--- config.mk ---
export PLATFORM = sky130hd
export DESIGN_NAME = debounce_bank
export DESIGN_NICKNAME = d
export VERILOG_FILES = /design/src/rtl/debounce_pkg.sv /design/src/rtl/debounce_chan.sv /design/src/rtl/debounce_bank.sv
export SDC_FILE = /design/constraint.sdc
export NUM_CORES = 1
export LEC_CHECK = 0
export CORE_MARGIN = 4
export CORE_UTILIZATION = 55
export DETAILED_ROUTE_END_ITERATION = 6
export DONT_BUFFER_PORTS = 1
export GPL_TIMING_DRIVEN = 0
export PLACE_DENSITY = 0.69
export RECOVER_POWER = 25
export SLEW_MARGIN = 10
export SYNTH_ARGS = -nofsm -noshare
export SYNTH_HDL_FRONTEND = slang
export SYNTH_HIERARCHICAL = 1
export SYNTH_SLANG_ARGS = --single-unit
--- constraint.sdc ---
create_clock -name clk -period 1.7 [get_ports clk]
set_input_delay 0.51 -clock clk [delete_from_list [all_inputs] [get_ports clk]]
set_output_delay 0.51 -clock clk [all_outputs]
set_load 0.005 [all_outputs]
--- src/rtl/debounce_pkg.sv ---
// rtl/debounce_pkg.sv - shared types, defaults and width helper for the debounce bank
package debounce_pkg;

    localparam int DEFAULT_STABLE_CYCLES = 16;

    function automatic int cnt_width(input int stable);
        return $clog2(stable + 1);
    endfunction

    typedef logic [cnt_width(DEFAULT_STABLE_CYCLES)-1:0] debounce_cnt_t;

endpackage

--- src/rtl/debounce_chan.sv ---
// rtl/debounce_chan.sv - one channel: synchroniser, stability counter, clean level, edge pulses
module debounce_chan
    import debounce_pkg::*;
#(
    parameter int STABLE_CYCLES = DEFAULT_STABLE_CYCLES,
    parameter int SYNC_STAGES   = 2,
    parameter bit RESET_LEVEL   = 1'b0
) (
    input  logic clk,
    input  logic rst,
    input  logic dirty,
    output logic clean,
    output logic rise,
    output logic fall
);

    localparam int CW = cnt_width(STABLE_CYCLES);
    localparam logic [CW-1:0] LAST = CW'(STABLE_CYCLES - 1);

    logic [SYNC_STAGES-1:0] sync_q;
    logic [CW-1:0]          cnt;
    logic                   sync;

    assign sync = sync_q[SYNC_STAGES-1];

    always_ff @(posedge clk) begin
        if (rst) begin
            sync_q <= {SYNC_STAGES{RESET_LEVEL}};
            clean  <= RESET_LEVEL;
            cnt    <= '0;
            rise   <= 1'b0;
            fall   <= 1'b0;
        end else begin
            sync_q <= {sync_q[SYNC_STAGES-2:0], dirty};
            rise   <= 1'b0;
            fall   <= 1'b0;
            // Any sample agreeing with clean restarts the stability count.
            if (sync == clean) begin
                cnt <= '0;
            end else if (cnt == LAST) begin
                clean <= sync;
                cnt   <= '0;
                rise  <= sync;
                fall  <= ~sync;
            end else begin
                cnt <= cnt + 1'b1;
            end
        end
    end

endmodule

--- src/rtl/debounce_bank.sv ---
// rtl/debounce_bank.sv - multi-channel debouncer with optional sticky IRQ bits (DEBOUNCE_BANK_IRQ_EN)
module debounce_bank
    import debounce_pkg::*;
#(
    parameter int CHANNELS      = 8,
    parameter int STABLE_CYCLES = DEFAULT_STABLE_CYCLES,
    parameter int SYNC_STAGES   = 2,
    parameter bit RESET_LEVEL   = 1'b0
) (
    input  logic                clk,
    input  logic                rst,
    input  logic [CHANNELS-1:0] dirty,
    output logic [CHANNELS-1:0] clean,
    output logic [CHANNELS-1:0] rise,
    output logic [CHANNELS-1:0] fall,
    input  logic [CHANNELS-1:0] irq_rise_en,
    input  logic [CHANNELS-1:0] irq_fall_en,
    input  logic [CHANNELS-1:0] irq_ack,
    output logic [CHANNELS-1:0] irq_pending,
    output logic                irq
);

    for (genvar i = 0; i < CHANNELS; i++) begin : g_chan
        debounce_chan #(
            .STABLE_CYCLES (STABLE_CYCLES),
            .SYNC_STAGES   (SYNC_STAGES),
            .RESET_LEVEL   (RESET_LEVEL)
        ) u_chan (
            .clk   (clk),
            .rst   (rst),
            .dirty (dirty[i]),
            .clean (clean[i]),
            .rise  (rise[i]),
            .fall  (fall[i])
        );
    end

`ifdef DEBOUNCE_BANK_IRQ_EN
    logic [CHANNELS-1:0] pend_next;

    // Set terms are ORed after the ack mask so a new edge wins over a same-cycle ack.
    always_comb begin
        pend_next = (irq_pending & ~irq_ack) | (rise & irq_rise_en) | (fall & irq_fall_en);
    end

    always_ff @(posedge clk) begin
        if (rst) begin
            irq_pending <= '0;
            irq         <= 1'b0;
        end else begin
            irq_pending <= pend_next;
            irq         <= |pend_next;
        end
    end
`else
    logic unused_irq_inputs;

    assign unused_irq_inputs = ^{irq_rise_en, irq_fall_en, irq_ack};
    assign irq_pending       = '0;
    assign irq               = 1'b0;
`endif

endmodule
Word level (Yosys, flattened, before mapping)
Index checks and enable logic that the tools add are counted.
{"block": "totals", "ff_bits": 80, "output_inout_bits": 33, "word_cells": 112}
{"block": "classes", "n_addsub": 8, "n_eq_ne": 16, "n_bitwise": 24, "n_reduce_logical": 24}
{"op": "$reduce_or 3->1", "count": 16}
{"op": "$add 5x1->5 const B", "count": 8}
{"op": "$eq 5x4->1 const B", "count": 8}
{"op": "$not 1->1", "count": 24}
{"op": "$reduce_and 2->1", "count": 8}
{"op": "$eq 1x1->1", "count": 8}

Logic depth before layout (Yosys ltp)
{"block": "depth", "depth_word": 3, "mapped_depth": 5, "ltp_nobuf": 5}

Modules after synthesis
Netlist, hierarchy kept.
{"mod": "debounce_chan", "n_inst": 8, "cells_each": 31, "area_per_inst_um2": 351.6, "seq_area_each_um2": 200.2}
{"mod": "debounce_bank", "n_inst": 1, "cells_each": 10, "area_per_inst_um2": 71.3, "seq_area_each_um2": 0.0}

Worst setup path after synthesis
No wires, ideal clock.
{"block": "synth_timing", "path_kind": "flip-flop to flip-flop", "start": "register g_chan[0].u_chan.cnt[0]", "end": "register g_chan[0].u_chan.cnt[2]", "t_arrival_ps": 1356, "required_ps": 1636, "slack_ps": 280, "stages_incl_launch_ff": 6, "path_buffers": 0, "cell_sequence": "dfxtp_1 > ha_1 > and3_1 > ha_1 > or3_4 > nor2_1"}
{"block": "synth_via", "elab_chain_len": 2, "elab_cells_between_ends": 3, "classes_between": "1 x add/sub; 1 x eq/ne; 1 x reduce/logical"}
{"item": "start, declared", "line_no": "debounce_chan.sv:21", "text": "logic [CW-1:0] cnt;"}
{"item": "start signal, assigned", "line_no": "debounce_chan.sv:46", "text": "cnt <= cnt + 1'b1;"}
{"item": "parallel branches: the longest is 2 deep, another holds $add 5x1->5"}
Parallel ways; which one is timed is not known.
A chain may end at the register's enable or synchronous reset.

Worst setup path after layout
{"block": "layout_timing", "start": "register g_chan[2].u_chan.cnt[0]", "end": "register g_chan[2].u_chan.cnt[3]"}
{"block": "layout_via", "elab_chain_len": 2, "elab_cells_between_ends": 3, "classes_between": "1 x add/sub; 1 x eq/ne; 1 x reduce/logical"}
{"item": "start, declared", "line_no": "debounce_chan.sv:21"}
{"item": "start signal, assigned", "line_no": "debounce_chan.sv:46"}
{"item": "parallel branches: the longest is 2 deep, another holds $add 5x1->5"}
Parallel ways; which one is timed is not known.

==> qor.json <==
{
  "timing": {
    "slew_viol_final": 0,
    "hold_violations": 0,
    "clock_skew_ns": 0.004071,
    "report.final.setup_viol": 0,
    "min_period_ns": 1.532,
    "final.period_utilization": 0.9014,
    "unrepaired_setup_endpoints_after_global_routing": "false",
    "timing.hold.ws_ns": 0.2310,
    "maxClockFrequency_ghz": 0.6526,
    "setup_total_negative_slack_ns": 0,
    "final.setup.worst_slack_ns": 0.1676
  },
  "grt": {
    "number_of_antenna_violations_at_the_first_check_in_global_routing": 0,
    "grt_util_all_layers": 0.1287,
    "vias_in_the_first_global_route": 1502,
    "grt_first_pass_wirelength_um": 6306,
    "grt.overflow.total": 0,
    "grt_start_max_net_pins": 49
  },
  "route": {
    "routed_via_density": 4.634,
    "ant_nets_after_route": 0,
    "routed_wire_length_per_instance_um": 10.29,
    "drt-initial-drc-count": 17,
    "post-route-drc-count": 0,
    "wirelength_um": 3622,
    "total_via_count_after_detailed_routing": 1631,
    "drt-pass1-iter-count": 2
  },
  "critical_path": {
    "startpoint_type": "flop",
    "r2r.worst_path.cells": 5,
    "crit_family": "simple AND/OR/NAND/NOR gates",
    "timing.critical_path.arrival_ns": 1.81,
    "r2r_start": "g_chan[2].u_chan/cnt[0]$_SDFF_PP0_",
    "path_depth": 5,
    "regToRegSetupSlack_ns": 0.17,
    "cp-end-kind": "flop",
    "critical_path.cell_chain": "ha_1 > and3_1 > ha_1 > or3_4 > nor2_1",
    "critical_path.n_buffers_inverters": 0,
    "cp_max_fo": 5,
    "cp.required_ns": 1.98,
    "crit_path_max_incr_delay_ns": 0.43,
    "critical-path-slowest-cell": "sky130_fd_sc_hd__or3_4",
    "reg2reg_to": "g_chan[2].u_chan/cnt[3]$_SDFF_PP0_",
    "worst-setup-path-type": "reg -> reg",
    "critPathMostFrequentCell": "sky130_fd_sc_hd__ha_1"
  },
  "yosys": {
    "syn-instance-count": 258,
    "ys_async_sr_fraction": 0,
    "synth_top_area_cell": "sky130_fd_sc_hd__dfxtp_1",
    "synth_area_per_cell_um2": 11.18,
    "netlist.area_leader.share": 0.5553,
    "ys_dominant_reg_cell": "sky130_fd_sc_hd__dfxtp_1",
    "synth_cell_types": 14,
    "post_synth_main_area_contributors": "sky130_fd_sc_hd__dfxtp_1, sky130_fd_sc_hd__and4bb_2, sky130_fd_sc_hd__ha_1, sky130_fd_sc_hd__nor2_1, sky130_fd_sc_hd__xnor2_1",
    "synth_seq_area_share": 0.5553,
    "ys_top_cells_by_count": "sky130_fd_sc_hd__dfxtp_1, sky130_fd_sc_hd__nor2_1",
    "synth-edff-count": 0,
    "yosys_reg_bits": 80,
    "yosys.cell_count.top_type": "sky130_fd_sc_hd__dfxtp_1",
    "netlist_area_before_placement_mm2": 0.002884,
    "synth_warnings": 6
  },
  "power_and_ir_drop": {
    "power.density_cell_area_mw_per_mm2": 1042,
    "worst_ir_drop_vdd_mv": 0.6021,
    "fin_total_pwr_mw": 3.336,
    "lkg_pwr_nw": 1.256
  },
  "floorplan": {
    "die-height_um": 80.42,
    "floorplan.initialDensity": 0.5647,
    "placeableCoreArea_mm2": 0.005107,
    "chipWidth_um": 80.42,
    "num_rows": 26,
    "boundaryPins": 67,
    "die-area_mm2": 0.006467
  },
  "place": {
    "dpl_worst_slack_ns": 0.1815,
    "placedInstanceArea_mm2": 0.003002,
    "dpl.cell_count": 336,
    "placement.io_buffers": 0,
    "finalWeightedCongestion": 0.6693,
    "detailedPlacementHpwl_um": 2423
  },
  "worst_hold_path": {
    "hold_path_stages": 1,
    "hold_path_end": "g_chan[5].u_chan/sync_q[0]$_SDFF_PP0_",
    "hold_path_startpoint": "rst",
    "worstHoldPathType": "in -> reg"
  },
  "clock_network": {
    "postCtsResizedCells": 0,
    "postCtsSetupRepairBufs": 0,
    "ctsLongestPathBuffers": 2,
    "tritoncts_clock_tree": "built",
    "clock-sinks": 80,
    "worstSkewPairLatency_ns": 0.34,
    "cts_htree_levels": 3,
    "numCtsBuffers": 9,
    "holdBufCountCts": 0,
    "clock_tree.root_cell": "sky130_fd_sc_hd__clkbuf_8",
    "clock_transition_at_the_registers_of_the_reported_paths_ns": 0.07
  },
  "final_layout": {
    "finish.utilization": 0.6267,
    "num_antenna_cells": 0,
    "layout-drive-gt1-share": 0.1667,
    "postLayoutCellArea_mm2": 0.003201,
    "syn_to_final_growth_pct": 10.98,
    "finish.cell_count_without_fillers": 352,
    "fin_nets": 327
  },
  "status": {
    "status": "finished clean"
  },
  "flow_run": {
    "maxCapViolCount": 0
  }
}
## worst register-to-register path, stage by stage, from the launching register on
cell,delay (ns)
sky130_fd_sc_hd__dfxtp_1,0.33
sky130_fd_sc_hd__ha_1,0.22
sky130_fd_sc_hd__and3_1,0.15
sky130_fd_sc_hd__ha_1,0.22
sky130_fd_sc_hd__or3_4,0.43
sky130_fd_sc_hd__nor2_1,0.12
## layout by cell type (no fill, tap or decap), types with 9 or more instances in the layout
| cell type | Yosys | final |
|---|---|---|
| sky130_fd_sc_hd__dfxtp_1 | 80 | 80 |
| sky130_fd_sc_hd__nor2_1 | 48 | 48 |
| sky130_fd_sc_hd__inv_1 | 16 | 16 |
| sky130_fd_sc_hd__and4bb_2 | 16 | 16 |
| sky130_fd_sc_hd__nor2b_1 | 16 | 16 |
| sky130_fd_sc_hd__xnor2_1 | 16 | 16 |
| sky130_fd_sc_hd__ha_1 | 16 | 16 |
| sky130_fd_sc_hd__clkbuf_8 | 0 | 11 |
| sky130_fd_sc_hd__buf_4 | 9 | 9 |
| sky130_fd_sc_hd__conb_1 | 1 | 9 |
## kinds of logic (layout without fill, tap and decap cells)
group / count (synthesis) / count (layout) / synth area share
DFF: 80 / 80 / 0.5553
xor gates and xnor gates: 24 / 24 / 0.07288
buffers and inverters: 25 / 41 / 0.04425
muxes: 8 / 8 / 0.02777
other: 1 / 9 / 0.001300
and+or+nand+nor: 104 / 104 / 0.2291
adders and majority gates: 16 / 16 / 0.06941
## final cells by class
type	instances	area [um^2]
well taps	70	87.58
clock inverters	3	40.04
inverters	16	60.06
flip-flops and latches	80	1602
plain buffers	9	67.56
clock buffers	13	158.9
multi-input cells	161	1185
fillers	425	1907
## how the worst max path moves through the flow
stage	startpoint	to	slack [ns]
finish	g_chan[2].u_chan/cnt[0]$_SDFF_PP0_	g_chan[2].u_chan/cnt[3]$_SDFF_PP0_	0.17
global route	g_chan[5].u_chan/cnt[0]$_SDFF_PP0_	g_chan[5].u_chan/cnt[1]$_SDFF_PP0_	0.05
CTS	g_chan[2].u_chan/cnt[0]$_SDFF_PP0_	g_chan[2].u_chan/cnt[3]$_SDFF_PP0_	0.17
detailed placement	g_chan[0].u_chan/cnt[0]$_SDFF_PP0_	g_chan[0].u_chan/cnt[3]$_SDFF_PP0_	0.18
global placement	g_chan[5].u_chan/cnt[0]$_SDFF_PP0_	g_chan[5].u_chan/cnt[2]$_SDFF_PP0_	0.21
floorplan	g_chan[0].u_chan/cnt[0]$_SDFF_PP0_	g_chan[0].u_chan/cnt[2]$_SDFF_PP0_	0.28
## routing by layer
metal  routed length [um]  share of wire  up-vias  global-route usage
met1                 1737           0.48      724              0.1531
met4                   95          0.026        0             0.08108
met3                  260          0.072       10             0.05717
li1                     -              -      864                   -
met5                    0              0        -                   0
met2                 1529           0.42       33              0.1879
## power breakdown
part,total [mW],switching (mW),internal [mW]
clock network,1.36,0.605,0.755
registers,1.91,0.0138,1.90
logic,0.0652,0.0225,0.0427
## state kept, by name (all words and copies together), names as in the netlist
name                  cells
g_chan.u_chan/rise        8
g_chan.u_chan/clean       8
g_chan.u_chan/sync_q     16
g_chan.u_chan/fall        8
g_chan.u_chan/cnt        40
Note: power is estimated with default switching activity, not from simulation.
